==> src/rtl/uart_pkg.sv <==
// Shared types and constants for the UART transmit path (and the future receiver).
// Latency: none, declarations only.
// Backpressure: n/a. Optional build macro UART_TX_PARITY_EN adds the PARITY state.
package uart_pkg;

  localparam int DEFAULT_DATA_WIDTH   = 8;
  localparam int DEFAULT_CLKS_PER_BIT = 434;  // 50 MHz / 115200 baud

`ifdef UART_TX_PARITY_EN
  typedef enum logic [2:0] {
    IDLE,
    START,
    DATA,
    PARITY,
    STOP
  } tx_state_t;
`else
  typedef enum logic [1:0] {
    IDLE,
    START,
    DATA,
    STOP
  } tx_state_t;
`endif

  // Width needed to count 0..clks_per_bit-1; illegal sizes are rejected by the users.
  function automatic int baud_cnt_width(input int clks_per_bit);
    return (clks_per_bit < 2) ? 1 : $clog2(clks_per_bit);
  endfunction

endpackage

==> src/rtl/uart_baud_tick.sv <==
// Bit-period timer: counts 0..CLKS_PER_BIT-1 while enabled, tick on the terminal count.
// Latency: tick is combinational from the registered count, high for one cycle per bit.
// Backpressure: none; restart zeroes the count so a new frame starts a full bit period.
module uart_baud_tick
  import uart_pkg::*;
#(
  parameter int CLKS_PER_BIT = DEFAULT_CLKS_PER_BIT
) (
  input  logic clk,
  input  logic clr,
  input  logic en,
  input  logic restart,
  output logic tick
);

  localparam int CW = baud_cnt_width(CLKS_PER_BIT);
  localparam logic [CW-1:0] TERMINAL = CW'(CLKS_PER_BIT - 1);

  logic [CW-1:0] cnt;

  // Free-running bit counter, wraps at the terminal count and holds at zero when idle.
  always_ff @(posedge clk) begin
    if (clr || restart) begin
      cnt <= '0;
    end else if (en) begin
      cnt <= (cnt == TERMINAL) ? '0 : cnt + CW'(1);
    end
  end

  assign tick = en && (cnt == TERMINAL);

endmodule

==> src/rtl/uart_tx.sv <==
// UART transmitter: frames each accepted word as start, data (LSB first), [parity], stop.
// Latency: start bit appears on tx the cycle after the handshake; frame = bits*CLKS_PER_BIT.
// Backpressure: ready is low for the whole frame; macro UART_TX_PARITY_EN adds a parity bit.
module uart_tx
  import uart_pkg::*;
#(
  parameter int DATA_WIDTH   = DEFAULT_DATA_WIDTH,
  parameter int CLKS_PER_BIT = DEFAULT_CLKS_PER_BIT,
  parameter int STOP_BITS    = 1,
  parameter bit PARITY_ODD   = 1'b0
) (
  input  logic                  clk,
  input  logic                  clr,
  input  logic [DATA_WIDTH-1:0] data,
  input  logic                  valid,
  output logic                  ready,
  output logic                  tx,
  output logic                  busy
);

  if (CLKS_PER_BIT < 2) begin : g_bad_clks_per_bit
    $error("uart_tx: CLKS_PER_BIT must be at least 2");
  end
  if (STOP_BITS != 1 && STOP_BITS != 2) begin : g_bad_stop_bits
    $error("uart_tx: STOP_BITS must be 1 or 2");
  end

  // One index register serves both the data bit position and the stop bit position.
  localparam int IDX_W = $clog2(DATA_WIDTH + 1);
  localparam logic [IDX_W-1:0] LAST_DATA = IDX_W'(DATA_WIDTH - 1);
  localparam logic [IDX_W-1:0] LAST_STOP = IDX_W'(STOP_BITS - 1);

  tx_state_t             state;
  logic [DATA_WIDTH-1:0] shreg;
  logic [DATA_WIDTH-1:0] shreg_next;
  logic [IDX_W-1:0]      bit_idx;
  logic                  tick;
  logic                  handshake;

`ifdef UART_TX_PARITY_EN
  // Parity is taken from the word at latch time, since the shift register is consumed.
  logic par_bit;
`else
  localparam bit unused_parity_odd = PARITY_ODD;
`endif

  // Ready is forced low during reset and otherwise tracks the idle state.
  assign ready      = (state == IDLE) && !clr;
  assign handshake  = valid && ready;
  assign shreg_next = shreg >> 1;

  uart_baud_tick #(
    .CLKS_PER_BIT(CLKS_PER_BIT)
  ) u_baud (
    .clk    (clk),
    .clr    (clr),
    .en     (state != IDLE),
    .restart(handshake),
    .tick   (tick)
  );

  // Frame sequencer: tx and busy are registered so the line never glitches.
  always_ff @(posedge clk) begin
    if (clr) begin
      state   <= IDLE;
      tx      <= 1'b1;
      busy    <= 1'b0;
      bit_idx <= '0;
      shreg   <= '0;
`ifdef UART_TX_PARITY_EN
      par_bit <= 1'b0;
`endif
    end else begin
      case (state)
        IDLE: begin
          if (handshake) begin
            shreg   <= data;
`ifdef UART_TX_PARITY_EN
            par_bit <= (^data) ^ PARITY_ODD;
`endif
            state   <= START;
            tx      <= 1'b0;
            busy    <= 1'b1;
            bit_idx <= '0;
          end
        end
        START: begin
          if (tick) begin
            state   <= DATA;
            tx      <= shreg[0];
            bit_idx <= '0;
          end
        end
        DATA: begin
          if (tick) begin
            if (bit_idx == LAST_DATA) begin
              bit_idx <= '0;
`ifdef UART_TX_PARITY_EN
              state   <= PARITY;
              tx      <= par_bit;
`else
              state   <= STOP;
              tx      <= 1'b1;
`endif
            end else begin
              shreg   <= shreg_next;
              tx      <= shreg_next[0];
              bit_idx <= bit_idx + IDX_W'(1);
            end
          end
        end
`ifdef UART_TX_PARITY_EN
        PARITY: begin
          if (tick) begin
            state   <= STOP;
            tx      <= 1'b1;
            bit_idx <= '0;
          end
        end
`endif
        STOP: begin
          if (tick) begin
            if (bit_idx == LAST_STOP) begin
              state   <= IDLE;
              busy    <= 1'b0;
              bit_idx <= '0;
            end else begin
              bit_idx <= bit_idx + IDX_W'(1);
            end
          end
        end
        default: begin
          state <= IDLE;
          tx    <= 1'b1;
          busy  <= 1'b0;
        end
      endcase
    end
  end

endmodule
==> config.mk <==
export PLATFORM = sky130hd
export DESIGN_NAME = uart_tx
export DESIGN_NICKNAME = d
export VERILOG_FILES = /design/src/rtl/uart_pkg.sv /design/src/rtl/uart_baud_tick.sv /design/src/rtl/uart_tx.sv
export SDC_FILE = /design/constraint.sdc
export NUM_CORES = 1
export LEC_CHECK = 0
export BUFFER_PORTS_ARGS = -buffer_cell sky130_fd_sc_hd__buf_4
export CAP_MARGIN = 20
export CORE_AREA = 4 4 47 69
export CTS_CLUSTER_SIZE = 25
export DETAILED_ROUTE_END_ITERATION = 10
export DIE_AREA = 0 0 51 73
export GPL_ROUTABILITY_DRIVEN = 0
export PLACE_DENSITY = 0.81
export SLEW_MARGIN = 30
export SYNTH_ARGS = -nofsm -noshare
export SYNTH_HDL_FRONTEND = slang
export SYNTH_HIERARCHICAL = 1
export SYNTH_SLANG_ARGS = --single-unit
==> constraint.sdc <==
create_clock -name clk -period 2.4 [get_ports clk]
set_input_delay 0.36 -clock clk [delete_from_list [all_inputs] [get_ports clk]]
set_output_delay 0.36 -clock clk [all_outputs]
set_load 0.1 [all_outputs]
==> out/summary.txt, run 1 <==
Syn Inst Count: 160
Switching Fraction: 46.3%
Clock Pin Slew Worst Setup and Hold Paths: 0.10 ns
Tmin final: 2.15 ns
total track usage: 18.8%
Psw: 0.858 mW
I/O pin count: 14
# hold bufs at CTS: 0
htree depth: 1
Max FO, Critical Path: 15
register area: 500 µm²
Pint: 0.996 mW
Die Y: 73 µm
footprint of the multi-input gates: 891 µm²
initial antenna violation count: 0
die area: 3720 µm²
Routed Antenna Nets: 0
pre-CTS setup slack: 0.241 ns
flops & latches, synth: 25
count leader, synth: dfxtp_1
clock group share of total power: 13.9%
CP arrival: 2.32 ns
drt total wl: 3220 µm
site row count: 23
Pre-antenna DRT Iters: 4
Final Instance Area: 1650 µm²
Post-synth ARST share: 0%
Initial DRC Count: 30
commonest cells in the netlist: dfxtp_1 (25), a21oi_1 (14), nor2_1 (12)
status: completed
Mapped Nets: 181
clk_skew: 0.0113 ns
Routed wire per std cell: 15.3 µm
synth top area cells: dfxtp_1 (34%), ha_1 (8.5%), mux2i_1 (5.4%)
Yosys top cell area share: 33.9%
mean number of vias per cell: 5.94
routed length on met2: 1740 µm
first-pass GRT wire length: 5420 µm
final setup margin: 0.247 ns
Post-Syn Area: 1480 µm²
Pleak: 0.612 nW
routed vias: 1,248
HP Class: in -> reg
Crit-path slowest cell: dfxtp_1
Top FF cell, synth: dfxtp_1
Comb power frac: 55.1%
Largest delay share family, worst path: compound AO/OA/AOI/OAI gates
final worst path period share: 89.7%
Avg Cell Area, Syn: 9.22 µm²
Max Cap Viol: 0
WP data required: 2.57 ns
startpoint types: flop
Crit. End Element: flop
IO Port Bufs: 13
Final Hold Fails: 0
CTS tree: built
final setup TNS: 0 ns
metal3 WL: 128 µm
Post-CTS Setup Bufs: 0
placed cell area: 1600 µm²
Initial Utilization: 55.1%
worst slew pin tran: 0.524 ns
Longest Clk Path Bufs: 2
Worst path most repeated cell: inv_1
critical setup path kind: reg -> reg
sequential share of the synthesized area: 33.9%
Post-synth EDFFs: 0
CP Cell Sequence: inv_1 -> ha_1 -> inv_1 -> nand4_1 -> nor2_2 -> a31o_2 -> a21oi_1 -> a311oi_1
Final Net Count: 195
core area: 2680 µm²
gr ovfl total: 0
DRC Markers: 0
non-filler instance count after layout: 210
CTS Buf Count: 3
dpl hpwl: 2470 µm
Distinct cells, synth: 48
WL met1: 1290 µm
Max Used Layer: met4
largest net degree at the start of global routing: 21
Max Clk Rate: 464 MHz
RSZ-0062 raised after global routing: no
Clock Root Buffer: clkbuf_8
Filler cells: 229
Peak VDD IR: 799 µV
pwr/cell area: 1120 nW/µm²
area added between synthesis and finish: 12.0%
Syn. warnings: 6
clock latency on the worst-skew pair: 0.28 ns
vias in the first global route: 1,250
CTS Sinks: 25
Ant. Diodes: 0
leading area contributor after synthesis: dfxtp_1
die width: 51 µm
Placed Cells: 206
Slew headroom: 65.0%
Power Total: 1.85 mW
max-slew violations: 0
Resized cells post-CTS: 0
Setup violations, final: 0
WP buf/inv: 2
share of cells above drive strength 1: 22.5%
CP peak stage delay: 0.42 ns
sequential power share: 31.0%
-- kinds of logic (layout without fill, tap and decap cells) --
logic type / Yosys count / in the layout / share of synthesized area (%)
AO/OA/AOI/OAI: 46 / 46 / 24.3
AND/OR/NAND/NOR: 48 / 48 / 17.9
buffers and inverters: 17 / 30 / 6.02
adder cells (fa/ha/maj): 10 / 10 / 8.48
flip-flops: 25 / 25 / 33.9
XOR/XNOR: 4 / 4 / 2.38
multiplexers: 10 / 10 / 6.96
-- placed cells by master (no fill, tap or decap), drive strengths merged, types with 2 or more instances in the layout --
cell type / netlist / routed
dfxtp: 25 / 25
nand2: 9 / 9
nor2b: 3 / 3
ha: 10 / 10
inv: 8 / 8
clkbuf: 1 / 3
or3: 3 / 3
nand2b: 2 / 2
a21oi: 14 / 14
nand4: 4 / 4
o21ai: 5 / 5
nand3: 5 / 5
buf: 8 / 18
xor2: 3 / 3
nor2: 12 / 12
nor3: 2 / 2
and2: 2 / 2
mux2: 2 / 2
a211oi: 5 / 5
a311oi: 8 / 8
mux2i: 8 / 8
-- worst paths after layout --
path                            startpoint        to  slack [ns]  cells past startpoint
worst min register to register          tx        tx        0.47                      2
worst min-delay path               data[7]  shreg[7]        0.34                      2
worst max register to register    state[0]  shreg[1]        0.25                      8
worst max-delay path              state[0]  shreg[1]        0.25                      8
-- sequential cells by signal (all words and copies together) (netlist names) --
name	flops
bit_idx	4
state	2
busy	1
shreg	8
tx	1
u_baud/cnt	9
-- layer usage --
| metal | GRT usage [%] | up-vias |
|---|---|---|
| met5 | 0 | - |
| met4 | 8.38 | 0 |
| met1 | 19.7 | 591 |
| met3 | 3.07 | 7 |
| li1 | - | 616 |
| met2 | 35.6 | 34 |
-- worst reg2reg max path: stages (launching register included) --
cell and delay [ns]:
dfxtp_1 0.42, inv_1 0.11, ha_1 0.22, inv_1 0.10, nand4_1 0.14, nor2_2 0.27, a31o_2 0.38, a21oi_1 0.12
a311oi_1 0.30
-- power by group through the flow --
stage / logic, mW / registers, mW / clock network (mW)
final: 1.02 / 0.574 / 0.258
after global routing: 1.10 / 0.585 / 0.282
after CTS: 1.02 / 0.573 / 0.263
after detailed placement: 1.01 / 0.582 / 0
after global placement: 0.968 / 0.577 / 0
after floorplan: 0.706 / 0.696 / 0
-- final cells by class --
cell class	instances	share of cell area [%]
clock buffers	3	2.50
multi-input cells	118	53.9
repair buffers	18	8.18
clock inverters	1	0.455
inverters	8	1.82
well taps	37	2.80
flip-flops and latches	25	30.3
-- per-stage QoR --
stage	hold slack, ns	util, %
6_report	0.341	61.7
3_3_place_gp	0.450	59.8
5_1_grt	0.336	61.7
2_1_floorplan	0.446	-
3_5_place_dp	0.462	59.8
4_1_cts	0.341	61.6
Note: power is estimated with default switching activity, not from simulation.
==> run 2, diff against run 1 <==
Settings changed: CORE_AREA 4 4 47 69 to 2 2 45 67, DIE_AREA 0 0 51 73 to 0 0 47 69.
==> run 2 against run 1 <==
Effect of this change:
- clock skew decreased by 0.0099 ns
- final cell count did not move
- global-route usage is 2.4 points higher
- wire length down 6.2%
- hold slack gained 0.024 ns
- core utilization increased by 0.53 points
- cell area decreased by 0.23%
- clock power is 5% lower
- power is 1.1% lower
- largest cell class unchanged
- largest power group unchanged
- highest routed layer unchanged
==> out/summary.txt, run 2 (synthesized netlist as in run 1, its figures left out) <==
RSZ-0062 raised after global routing: no
startpoint types: flop
core area: 2650 µm²
status: completed
Biggest register: u_baud/cnt
htree depth: 1
critical setup path kind: reg -> reg
Ant. Diodes: 0
max-slew violations: 0
CTS tree: built
Initial Utilization: 55.7%
DRC Markers: 0
Max Cap Viol: 0
Pleak: 0.613 nW
die width: 47 µm
site row count: 23
Routed wire per std cell: 14.4 µm
CP arrival: 2.31 ns
first-pass GRT wire length: 5270 µm
Setup violations, final: 0
final setup TNS: 0 ns
Initial DRC Count: 11
routed vias: 1,232
mean number of vias per cell: 5.87
Slew headroom: 65.4%
HP Class: in -> reg
Post-CTS Setup Bufs: 0
IO Port Bufs: 13
vias in the first global route: 1,227
Die Y: 69 µm
share of cells above drive strength 1: 22.0%
area added between synthesis and finish: 11.7%
Peak VDD IR: 670 µV
die area: 3240 µm²
Clock Pin Slew Worst Setup and Hold Paths: 0.08 ns
WHS: 0.365 ns
largest registers: u_baud/cnt: 9 flops, shreg: 8 flops, bit_idx: 4 flops
most frequent cells in the layout: dfxtp_1 (25), buf_4 (18), a21oi_1 (14)
Pre-antenna DRT Iters: 4
Routed Antenna Nets: 0
total track usage: 21.2%
final worst path period share: 88.7%
Clock Root Buffer: clkbuf_8
Max Clk Rate: 470 MHz
Longest Clk Path Bufs: 2
I/O pin count: 14
worst slew pin tran: 0.518 ns
Final Hold Fails: 0
Final Net Count: 195
clk_skew: 0.00137 ns
drt total wl: 3020 µm
Tmin final: 2.13 ns
commonest non-fill, non-tap cell in the layout: dfxtp_1
clock latency on the worst-skew pair: 0.26 ns
gr ovfl total: 0
Largest register FFs: 9
WP data required: 2.58 ns
Crit. End Element: flop
CTS Sinks: 25
CTS Buf Count: 3
Filler cells: 239
pwr/cell area: 1110 nW/µm²
Max FO, Critical Path: 5
initial antenna violation count: 0
dpl hpwl: 2390 µm
largest net degree at the start of global routing: 21
run 2: changes by cell type in the layout (fill, tap and decap cells not counted), sizes merged:
cell and change:
clkbuf +1, clkinvlp -1
run 2: path summary, 6_finish.rpt:
| check | start | to | slack [ns] | cells after the start |
|---|---|---|---|---|
| max | state[0] | state[0] | 0.27 | 9 |
| min | data[7] | shreg[7] | 0.36 | 2 |
| max reg2reg | state[0] | state[0] | 0.27 | 9 |
| min reg2reg | u_baud/cnt[8] | u_baud/cnt[8] | 0.50 | 1 |
run 2: critical path, cell delays in order, from the launching register on:
cell and delay, ns:
dfxtp_1 0.43, inv_1 0.12, ha_1 0.22, inv_1 0.10
nand4_1 0.13, nor2_2 0.24, o21ba_2 0.21, a21oi_1 0.25
a21oi_1 0.13, a211oi_2 0.22
run 2: per-stage QoR:
stage / instance area, µm² / instances / setup slack (ns) / power, mW / util [%]
floorplan: 1480 / 160 / 0.0214 / 1.40 / -
global placement: 1600 / 206 / 0.402 / 1.55 / 60.4
detailed placement: 1600 / 206 / 0.263 / 1.59 / 60.4
CTS: 1650 / 210 / 0.211 / 1.84 / 62.1
global route: 1650 / 210 / 0.0734 / 1.96 / 62.2
finish: 1650 / 210 / 0.271 / 1.83 / 62.2
run 2: layout make-up:
cell class	instances	area, µm²	share of cell area [%]
clock buffer	4	45.0	2.73
inverter	8	30.0	1.82
multi-input combinational	118	891	54.1
sequential	25	500	30.4
tap	37	46.3	2.81
timing repair buffer	18	135	8.20
run 2: report_power, final:
part / internal (mW) / leakage [nW] / switching (mW)
clock: 0.119 / 0.0228 / 0.127
sequential: 0.506 / 0.204 / 0.0729
combinational: 0.370 / 0.386 / 0.639
run 2: repair_timing:
action                                  in CTS  in global routing
endpoints found under the setup margin       0                  1
gates resized for setup                      0                  1
hold buffers                                 0                  0
run 2: per-layer routing:
metal	vias to the layer above	part of all wire, %	GRT usage (%)
li1	618	-	-
met1	587	39	22.5
met2	21	56	38.4
met3	6	2.6	3.14
met4	0	2.1	8.64
met5	-	0	0
==> run 3, diff against run 2 <==
Settings changed: CORE_AREA 2 2 45 67 to 2 2 62 49, DIE_AREA 0 0 47 69 to 0 0 64 51, PLACE_DENSITY 0.81 to 0.82.
==> run 3 against run 2 <==
Effect of this change:
- flip-flop and latch count did not move
- via count fell by 1.7%
- global-route usage fell by 2.2 points
- clock power fell by 24%
- sequential power fell by 1%
- largest power group unchanged
- critical endpoint is now bit_idx[3]
- first-iteration DRC count rose to 4.1 times the previous value
- fmax fell by 2.0%
- wire length fell by 1.6%
- hold slack got worse by 0.068 ns
==> out/summary.txt, run 3 (synthesized netlist as in run 1, its figures left out) <==
Psw: 0.816 mW
share of cells above drive strength 1: 21.5%
DRC Markers: 0
worst slew pin tran: 0.527 ns
Routed Antenna Nets: 0
Initial Utilization: 53.8%
commonest non-fill, non-tap cell in the layout: dfxtp_1
Pleak: 0.604 nW
core area: 2740 µm²
final worst path period share: 90.5%
CP arrival: 2.42 ns
die area: 3260 µm²
Pre-antenna DRT Iters: 4
Max Clk Rate: 460 MHz
IO Port Bufs: 13
clock group share of total power: 10.5%
first-pass GRT wire length: 4910 µm
pwr/cell area: 1080 nW/µm²
Ant. Diodes: 0
Longest Clk Path Bufs: 2
I/O pin count: 14
worst reg2reg path endpoint: bit_idx[3]
status: completed
Largest register FFs: 9
Worst Hold Path Cells: 2
clock latency on the worst-skew pair: 0.32 ns
Die Y: 51 µm
Clock Root Buffer: clkbuf_4
vias in the first global route: 1,119
most frequent cells in the layout: dfxtp_1 (25), buf_4 (17), a21oi_1 (14)
gr ovfl total: 0
WP data required: 2.65 ns
reg2reg path depth: 8
Clock Pin Slew Worst Setup and Hold Paths: 0.13 ns
Slew headroom: 64.8%
total track usage: 19.0%
Routed wire per std cell: 14.2 µm
Power Total: 1.77 mW
Max Used Layer: met4
largest registers: u_baud/cnt: 9 flops, shreg: 8 flops, bit_idx: 4 flops
crit path to: bit_idx[3]
CTS Buf Count: 3
routed vias: 1,211
WL met1: 1470 µm
r2r startpoint: state[0]
initial antenna violation count: 0
Setup violations, final: 0
CTS tree: built
# hold bufs at CTS: 0
mean number of vias per cell: 5.77
worst reg-to-reg setup slack: 0.23 ns
sequential power share: 32.4%
Final Hold Fails: 0
Max Cap Viol: 0
Resized cells post-CTS: 0
Switching Fraction: 46.2%
Comb power frac: 57.1%
Initial DRC Count: 45
largest net degree at the start of global routing: 21
hold_sp: data[7]
CP startpoint: state[0]
critical setup path kind: reg -> reg
htree depth: 1
final setup TNS: 0 ns
Biggest register: u_baud/cnt
Max FO, Critical Path: 6
RSZ-0062 raised after global routing: no
Filler cells: 230
routed length on met2: 1320 µm
site row count: 17
clk_skew: 0.0102 ns
Tmin final: 2.17 ns
dpl hpwl: 2180 µm
die width: 64 µm
Crit. End Element: flop
Peak VDD IR: 627 µV
drt total wl: 2970 µm
Final Net Count: 194
metal3 WL: 154 µm
CTS Sinks: 25
Pint: 0.952 mW
Post-CTS Setup Bufs: 0
max-slew violations: 0
area added between synthesis and finish: 10.6%
startpoint types: flop
HP Class: in -> reg
## run 3: worst min path at each step
stage,end,slack [ns]
floorplan,u_baud/cnt[8],0.45
global placement,u_baud/cnt[8],0.47
detailed placement,u_baud/cnt[8],0.48
CTS,shreg[7],0.29
global route,shreg[7],0.29
finish,shreg[7],0.30
## run 3: layout make-up
cell class / count / area (µm²) / share of cell area [%]
Sequential cell: 25 / 500 / 30.7
Multi-Input combinational cell: 118 / 900 / 55.1
Clock buffer: 4 / 26.3 / 1.61
Inverter: 8 / 30.0 / 1.84
Tap cell: 38 / 47.5 / 2.91
Timing Repair Buffer: 17 / 128 / 7.82
## run 3: per-stage QoR
step | utilization, % | cells | instance area [µm²] | hold WS (ns) | worst slack [ns]
2_1_floorplan | - | 160 | 1480 | 0.446 | 0.0214
3_3_place_gp | 58.1 | 206 | 1590 | 0.469 | 0.315
3_5_place_dp | 58.1 | 206 | 1590 | 0.481 | 0.169
4_1_cts | 59.1 | 210 | 1620 | 0.291 | 0.133
5_1_grt | 59.5 | 210 | 1630 | 0.290 | 0.0764
6_report | 59.5 | 210 | 1630 | 0.297 | 0.228
## run 3: critical path, stage by stage (launching register included)
cell and delay, ns:
dfxtp_1 0.42, inv_1 0.10, ha_1 0.22, inv_1 0.08, nand4_1 0.21, nor2_2 0.32
o2bb2ai_2 0.16, or3_1 0.38, a211oi_2 0.21
## run 3: power groups by stage
stage	clock network (mW)	logic (mW)	registers [mW]
6_report	0.185	1.01	0.573
5_1_grt	0.207	1.12	0.586
4_1_cts	0.191	0.991	0.573
3_5_place_dp	0	0.988	0.583
3_3_place_gp	0	0.961	0.577
2_1_floorplan	0	0.706	0.696
## run 3: metal layers
metal  global-route usage (%)  vias to the layer above
li1                         -                      612
met4                     4.71                        0
met5                        0                        -
met1                     25.4                      569
met2                     30.9                       26
met3                     4.63                        4
